===== src/rtl/tx_pkt_arbiter_pkg.sv =====
// Shared state encodings, bank count and bus width defaults for the
// USB TX packet arbiter.
`ifndef USB_ADDR_NBIT
`define USB_ADDR_NBIT 8
`endif
`ifndef USB_DATA_NBIT
`define USB_DATA_NBIT 16
`endif

package tx_pkt_arbiter_pkg;

    typedef enum logic [1:0] {
        TXARB_IDLE,
        TXARB_ARB,
        TXARB_XFER,
        TXARB_CLOSE
    } txarb_state_t;

    localparam int TXARB_NBANK = 2;

endpackage


===== src/rtl/tx_pkt_arbiter_if.sv =====
// Write port of the ping-pong USB TX buffer plus the drain-done pulse
// returned by the slave-FIFO controller.
interface tx_pkt_arbiter_if #(
    parameter int AW = `USB_ADDR_NBIT,
    parameter int DW = `USB_DATA_NBIT
);
    logic          tx_vd;
    logic [AW:0]   tx_addr;
    logic [DW-1:0] tx_data;
    logic          tx_eop;
    logic [AW:0]   tx_len;
    logic          tx_done;

    modport master (
        output tx_vd, tx_addr, tx_data, tx_eop, tx_len,
        input  tx_done
    );

    modport slave (
        input  tx_vd, tx_addr, tx_data, tx_eop, tx_len,
        output tx_done
    );
endinterface


===== src/rtl/tx_pkt_arbiter_rr_arbiter.sv =====
// Combinational circular-priority pick: first asserted request at or
// after ptr, returned as one-hot grant plus index.
module rr_arbiter #(
    parameter int N  = 3,
    parameter int PW = (N > 1) ? $clog2(N) : 1
) (
    input  logic [N-1:0]  req,
    input  logic [PW-1:0] ptr,
    output logic [N-1:0]  gnt,
    output logic [PW-1:0] idx,
    output logic          any
);
    always_comb begin
        int k;
        k   = 0;
        gnt = '0;
        idx = '0;
        any = 1'b0;
        for (int i = 0; i < N; i++) begin
            k = (int'(ptr) + i) % N;
            if (!any && req[k]) begin
                any    = 1'b1;
                gnt[k] = 1'b1;
                idx    = PW'(k);
            end
        end
    end
endmodule


===== src/rtl/tx_pkt_arbiter.sv =====
// Round-robin owner of the 2-bank USB TX buffer write port.
// Optional TXARB_TIMEOUT_EN adds a stall watchdog that forces CLOSE.
module tx_pkt_arbiter
    import tx_pkt_arbiter_pkg::*;
#(
    parameter int NREQ        = 3,
    parameter int AW          = `USB_ADDR_NBIT,
    parameter int DW          = `USB_DATA_NBIT,
    parameter int TIMEOUT_CYC = 1024
) (
    input  logic               clk,
    input  logic               rst,
    input  logic [NREQ-1:0]    req,
    input  logic [NREQ-1:0]    in_vd,
    input  logic [NREQ*DW-1:0] in_data,
    input  logic [NREQ-1:0]    in_eop,
    output logic [NREQ-1:0]    in_rdy,
    output logic [NREQ-1:0]    gnt,
    output logic               ovf_err,
    tx_pkt_arbiter_if.master   tx
);
    localparam int PW = $clog2(NREQ);

    txarb_state_t  state;
    logic          bank;
    logic [1:0]    pend;
    logic [PW-1:0] rr_ptr;
    logic [PW-1:0] gidx;
    logic [AW:0]   cnt;

    logic [NREQ-1:0] arb_gnt;
    logic [PW-1:0]   arb_idx;
    logic            arb_any;
    logic            acc;
    logic            inc;
    logic            dec;
    logic            can_go;
    logic            close_ok;
    logic            to_hit;
    logic [PW-1:0]   nxt_ptr;

    rr_arbiter #(.N(NREQ), .PW(PW)) u_rr (
        .req (req),
        .ptr (rr_ptr),
        .gnt (arb_gnt),
        .idx (arb_idx),
        .any (arb_any)
    );

    assign in_rdy   = (state == TXARB_XFER) ? gnt : '0;
    assign acc      = |(in_rdy & in_vd);
    assign close_ok = (cnt != '0);
    assign inc      = (state == TXARB_CLOSE) && close_ok;
    assign dec      = tx.tx_done && (pend != 2'd0);
    // a drain in this cycle frees a bank, so IDLE need not wait for it
    assign can_go   = (pend < 2'(TXARB_NBANK)) || dec;
    assign nxt_ptr  = (gidx == PW'(NREQ - 1)) ? '0 : gidx + PW'(1);

`ifdef TXARB_TIMEOUT_EN
    localparam int TW = $clog2(TIMEOUT_CYC + 1);
    logic [TW-1:0] to_cnt;

    assign to_hit = !acc && (32'(to_cnt) >= TIMEOUT_CYC - 1);

    always_ff @(posedge clk) begin
        if (rst || state != TXARB_XFER || acc)
            to_cnt <= '0;
        else
            to_cnt <= to_cnt + TW'(1);
    end
`else
    assign to_hit = (TIMEOUT_CYC < 0);
`endif

    always_ff @(posedge clk) begin
        if (rst) begin
            state      <= TXARB_IDLE;
            gnt        <= '0;
            gidx       <= '0;
            rr_ptr     <= '0;
            bank       <= 1'b0;
            pend       <= 2'd0;
            cnt        <= '0;
            ovf_err    <= 1'b0;
            tx.tx_vd   <= 1'b0;
            tx.tx_addr <= '0;
            tx.tx_data <= '0;
            tx.tx_eop  <= 1'b0;
            tx.tx_len  <= '0;
        end else begin
            tx.tx_vd  <= 1'b0;
            tx.tx_eop <= 1'b0;
            if (inc && !dec)
                pend <= pend + 2'd1;
            else if (dec && !inc)
                pend <= pend - 2'd1;
            unique case (state)
                TXARB_IDLE: begin
                    if (|req && can_go)
                        state <= TXARB_ARB;
                end
                TXARB_ARB: begin
                    if (arb_any) begin
                        gnt   <= arb_gnt;
                        gidx  <= arb_idx;
                        cnt   <= '0;
                        state <= TXARB_XFER;
                    end else begin
                        state <= TXARB_IDLE;
                    end
                end
                TXARB_XFER: begin
                    if (acc) begin
                        // once the bank is full, words are swallowed
                        if (!cnt[AW]) begin
                            tx.tx_vd   <= 1'b1;
                            tx.tx_addr <= {bank, cnt[AW-1:0]};
                            tx.tx_data <= in_data[gidx*DW +: DW];
                            cnt        <= cnt + 1'b1;
                        end else begin
                            ovf_err <= 1'b1;
                        end
                        if (in_eop[gidx])
                            state <= TXARB_CLOSE;
                    end else if (to_hit) begin
                        state <= TXARB_CLOSE;
                    end
                end
                TXARB_CLOSE: begin
                    if (close_ok) begin
                        tx.tx_eop <= 1'b1;
                        tx.tx_len <= cnt;
                        bank      <= ~bank;
                    end
                    rr_ptr <= nxt_ptr;
                    gnt    <= '0;
                    state  <= TXARB_IDLE;
                end
                default: state <= TXARB_IDLE;
            endcase
        end
    end
endmodule


===== src/flat_wrapper.sv =====
// flat-port wrapper written by rule: the top's interface ports become plain ports
module tx_pkt_arbiter_flat import tx_pkt_arbiter_pkg::*;
#(
    parameter int NREQ        = 3,
    parameter int AW          = `USB_ADDR_NBIT,
    parameter int DW          = `USB_DATA_NBIT,
    parameter int TIMEOUT_CYC = 1024
)
  (clk, rst, req, in_vd, in_data, in_eop, in_rdy, gnt, ovf_err, tx_tx_vd, tx_tx_addr, tx_tx_data, tx_tx_eop, tx_tx_len, tx_tx_done);
  tx_pkt_arbiter_if #(.AW(AW), .DW(DW)) tx_i ();
  input  logic clk;
  input  logic rst;
  input  logic [NREQ-1:0] req;
  input  logic [NREQ-1:0] in_vd;
  input  logic [NREQ*DW-1:0] in_data;
  input  logic [NREQ-1:0] in_eop;
  output logic [NREQ-1:0] in_rdy;
  output logic [NREQ-1:0] gnt;
  output logic ovf_err;
  output wire logic [$bits(tx_i.tx_vd)-1:0] tx_tx_vd;
  output wire logic [$bits(tx_i.tx_addr)-1:0] tx_tx_addr;
  output wire logic [$bits(tx_i.tx_data)-1:0] tx_tx_data;
  output wire logic [$bits(tx_i.tx_eop)-1:0] tx_tx_eop;
  output wire logic [$bits(tx_i.tx_len)-1:0] tx_tx_len;
  input wire logic [$bits(tx_i.tx_done)-1:0] tx_tx_done;
  assign tx_tx_vd = tx_i.tx_vd;
  assign tx_tx_addr = tx_i.tx_addr;
  assign tx_tx_data = tx_i.tx_data;
  assign tx_tx_eop = tx_i.tx_eop;
  assign tx_tx_len = tx_i.tx_len;
  assign tx_i.tx_done = tx_tx_done;
  tx_pkt_arbiter #(.NREQ(NREQ), .AW(AW), .DW(DW), .TIMEOUT_CYC(TIMEOUT_CYC)) u_core (.clk(clk), .rst(rst), .req(req), .in_vd(in_vd), .in_data(in_data), .in_eop(in_eop), .in_rdy(in_rdy), .gnt(gnt), .ovf_err(ovf_err), .tx(tx_i));
endmodule

===== config.mk =====
export PLATFORM = sky130hd
export DESIGN_NAME = tx_pkt_arbiter_flat
export DESIGN_NICKNAME = d
export VERILOG_FILES = /design/src/rtl/tx_pkt_arbiter_pkg.sv /design/src/rtl/tx_pkt_arbiter_if.sv /design/src/rtl/tx_pkt_arbiter_rr_arbiter.sv /design/src/rtl/tx_pkt_arbiter.sv /design/src/flat_wrapper.sv
export SDC_FILE = /design/constraint.sdc
export NUM_CORES = 1
export LEC_CHECK = 0
export BUFFER_PORTS_ARGS = -buffer_cell sky130_fd_sc_hd__buf_2
export CAP_MARGIN = 20
export CORE_ASPECT_RATIO = 0.75
export CORE_UTILIZATION = 38
export DETAILED_ROUTE_END_ITERATION = 6
export PLACE_DENSITY = 0.64
export SETUP_SLACK_MARGIN = 0.3
export SYNTH_ARGS = -nofsm -noshare
export SYNTH_HDL_FRONTEND = slang
export SYNTH_SLANG_ARGS = --single-unit

===== constraint.sdc =====
create_clock -name clk -period 6.1 [get_ports clk]
set_clock_uncertainty 0.05 [all_clocks]
set_input_delay 0.61 -clock clk [delete_from_list [all_inputs] [get_ports clk]]
set_output_delay 0.61 -clock clk [all_outputs]
set_load 0.02 [all_outputs]

==> metrics.csv <==
stage,metric,value,unit
status,status,"finished, final reports clean",
die,Initial Utilization,0.3966,
power,Comb pwr share,0.166,
cts,"CTS clk-pin slew, worst paths",70,ps
setup_path,"Arr. time, crit path",2940,ps
run,max_cap viols,0,
cts,CTS Hold Buffers Added,0,
timing,endpoints failing hold,0,
routing,Initial DRT Pass Iterations,4,
final_layout,layout cells sized above 1,0.2851,
yosys,Post-synth top cells,"dfxtp_1 (58), nor2_1 (58), nand2_1 (30), mux2i_1 (29), nor3_1 (29)",
yosys,synth top area cells,"dfxtp_1 (39%), mux2i_1 (9.8%), nor2_1 (7.4%), nor3_1 (4.9%), a211oi_1 (4.3%)",
power,leakage,1.550,nW
grt,first-pass GRT wire length,12080,um
place,number of port buffers,102,
power,Cell Int Power,0.6712,mW
grt,global route hottest layer,met2,
yosys,"area leader, netlist",dfxtp_1,
die,# rows,27,
yosys,post-synthesis sequential area ratio,0.3939,
die,Die ar.,8117,sq um
final_layout,Final Instance Count excl. Fillers,550,
yosys,Synth cell types,50,
timing,setup TNS,0,ps
cts,clk root buf,clkbuf_8,
timing,Tmin final,2755,ps
timing,max_slew headroom,0.2593,
routing,post-DR wirelength/cell,13.36,um
setup_path,CP Max Fanout,15,
power,clock share of power,0.385,
grt,initial antenna violation count,0,
timing,fin crit share,0.4517,
routing,WL final,7348,um
power,Peak VDD IR,0.1251,mV
hold_path,Hold WC Path Type,flop to flop,
power,PD cells,251.6,nW/um^2
setup_path,"setup slack, reg-to-reg",3340,ps
place,GP Congestion,0.7831,
yosys,Yosys reg bits,58,
yosys,area of the mapped netlist,2948,sq um
grt,Tot GR Track Use,0.1873,
yosys,syn avg cell area,8.304,sq um
cts,PostCTS Resize Cnt,0,
routing,drt via density,5.129,
setup_path,data required time at the worst endpoint,6280,ps
yosys,synth warn,0,
die,Die X,103.7,um
timing,final count of pins violating max slew,0,
final_layout,area grow syn2layout,25.64,%
power,Switch Pwr,0.2607,mW
cts,clock buffer count from CTS,9,
place,hpwl dp,5170,um
cts,Worst-Skew Late Latency,330,ps
timing,RSZ-0062 raised after global routing,false,
yosys,Post-Syn Nets,422,
cts,setup bufs post-CTS,0,
final_layout,post-layout util,0.4983,
timing,Fmax,363.0,MHz
final_layout,fill count,737,
yosys,asr flop ratio synth,0,
routing,drc violations,0,
grt,largest net degree at the start of global routing,61,
place,DP Cell Count,533,
timing,final setup vio count,0,
yosys,Gate Count Post-Synth,355,
yosys,area fraction of the dominant cell type after synthesis,0.3939,
cts,CTS Sinks,58,
final_layout,Layout Nets,511,
cts,clock buffer depth,2,
yosys,Synth Flop Type,dfxtp_1,
power,Final Power,0.9319,mW
yosys,Post-synth EDFFs,0,
cts,TritonCTS clock tree,yes,
timing,Final Worst Setup Slack,3345,ps
grt,global routing usage on met1,0.2519,
die,num ports,103,
power,switching share of total power,0.2798,
grt,GR Util met3,0.06811,
setup_path,Setup Crit Path Kind,flop to flop,
die,Core Area,7432,sq um
die,chip height,78.28,um
cts,H-Tree Level Count,3,
grt,met2 Usage GRT,0.2779,
setup_path,CP endpoint kind,flop,
grt,vias in the first global route,2494,
setup_path,CP Launch Type,flop,
timing,Worst-Margin Slew,1111,ps
routing,vias,2821,
place,pre-CTS WS,3209,ps
power,Flop pwr share,0.449,
grt,total global routing overflow,0,
routing,antenna-violating nets left,0,
final_layout,antenna cells,0,
routing,initial drt markers,239,
## power by group through the flow
stage / Clock, mW / Combinational [mW] / Sequential, mW
2_1_floorplan: 0 / 0.118 / 0.416
3_3_place_gp: 0 / 0.150 / 0.427
3_5_place_dp: 0 / 0.153 / 0.427
4_1_cts: 0.368 / 0.154 / 0.419
5_1_grt: 0.389 / 0.171 / 0.421
6_report: 0.359 / 0.155 / 0.419
## metrics by stage
step / instance area (sq um) / hold slack, ps
5_1_grt: 3704 / 436.4
3_3_place_gp: 3478 / 390.2
2_1_floorplan: 2948 / 394.4
3_5_place_dp: 3478 / 396.7
6_report: 3704 / 405.4
4_1_cts: 3684 / 405.7
## final timing paths
path | from | endpoint | cells past startpoint
setup reg to reg | u_core.rr_ptr[0] | u_core.gnt[0] | 7
setup / recovery | u_core.rr_ptr[0] | u_core.gnt[0] | 7
hold reg to reg | u_core.tx.tx_addr[0] | u_core.tx.tx_addr[0] | 2
hold / removal | u_core.tx.tx_addr[0] | u_core.tx.tx_addr[0] | 2
## worst max-delay path, cell delays in order (launching register included)
cell,delay [ps]
dfxtp_1,380
inv_1,80
ha_1,330
and2b_1,300
a2bb2oi_1,160
o32ai_2,930
nand2b_1,230
o32ai_1,190
## layer usage
| metal | part of all wire | wire [um] | vias up |
|---|---|---|---|
| met5 | 0 | 0 | - |
| met4 | 0.013 | 93 | 0 |
| met3 | 0.083 | 611 | 10 |
| met2 | 0.40 | 2974 | 120 |
| met1 | 0.50 | 3668 | 1274 |
| li1 | - | - | 1417 |
## registers in the layout, summed over array words and instances (netlist names), named ones only
signal             flops
u_core.pend            2
u_core.tx.tx_vd        1
u_core.tx.tx_len       9
u_core.tx.tx_data     16
u_core.tx.tx_eop       1
u_core.ovf_err         1
u_core.tx.tx_addr      9
u_core.bank            1
u_core.cnt             9
u_core.gnt             3
u_core.state           1
u_core.rr_ptr          2
u_core.gidx            2
## cells in the final DEF, fill, tap and decap left out, types with 3 or more instances in the layout
cell | Yosys | final
o32ai_1 | 4 | 4
o21ai_0 | 4 | 4
inv_1 | 11 | 11
xor2_1 | 7 | 7
nand4_1 | 3 | 3
nand3_1 | 3 | 3
ha_1 | 7 | 7
a31oi_1 | 3 | 3
nand2b_1 | 5 | 5
mux2i_1 | 29 | 29
a211oi_1 | 17 | 17
nor2_1 | 58 | 58
nor2b_1 | 6 | 6
buf_2 | 11 | 102
dfxtp_1 | 58 | 58
buf_4 | 2 | 3
nor3_1 | 29 | 28
a21oi_1 | 17 | 17
nand2_1 | 30 | 30
clkbuf_8 | 0 | 11
## final cells by class
class | count | area (sq um) | area share
Inverter | 11 | 41.29 | 0.01115
Clock inverter | 4 | 50.05 | 0.01351
Tap cell | 101 | 126.4 | 0.03412
Timing Repair Buffer | 106 | 553.0 | 0.1493
Sequential cell | 58 | 1161 | 0.3135
Multi-Input combinational cell | 258 | 1617 | 0.4365
Clock buffer | 12 | 155.1 | 0.04189
## kinds of logic after synthesis
kind of cell             count (synthesis)  share of synthesized area
buffers and inverters                   39                    0.05942
multiplexers                            29                    0.09847
flip-flops                              58                     0.3939
XOR/XNOR                                 9                    0.02674
AND/OR/NAND/NOR                        149                     0.2356
adder cells (fa/ha/maj)                  7                    0.02971
AO/OA/AOI/OAI                           64                     0.1562
(Power assumes the default switching activity.)
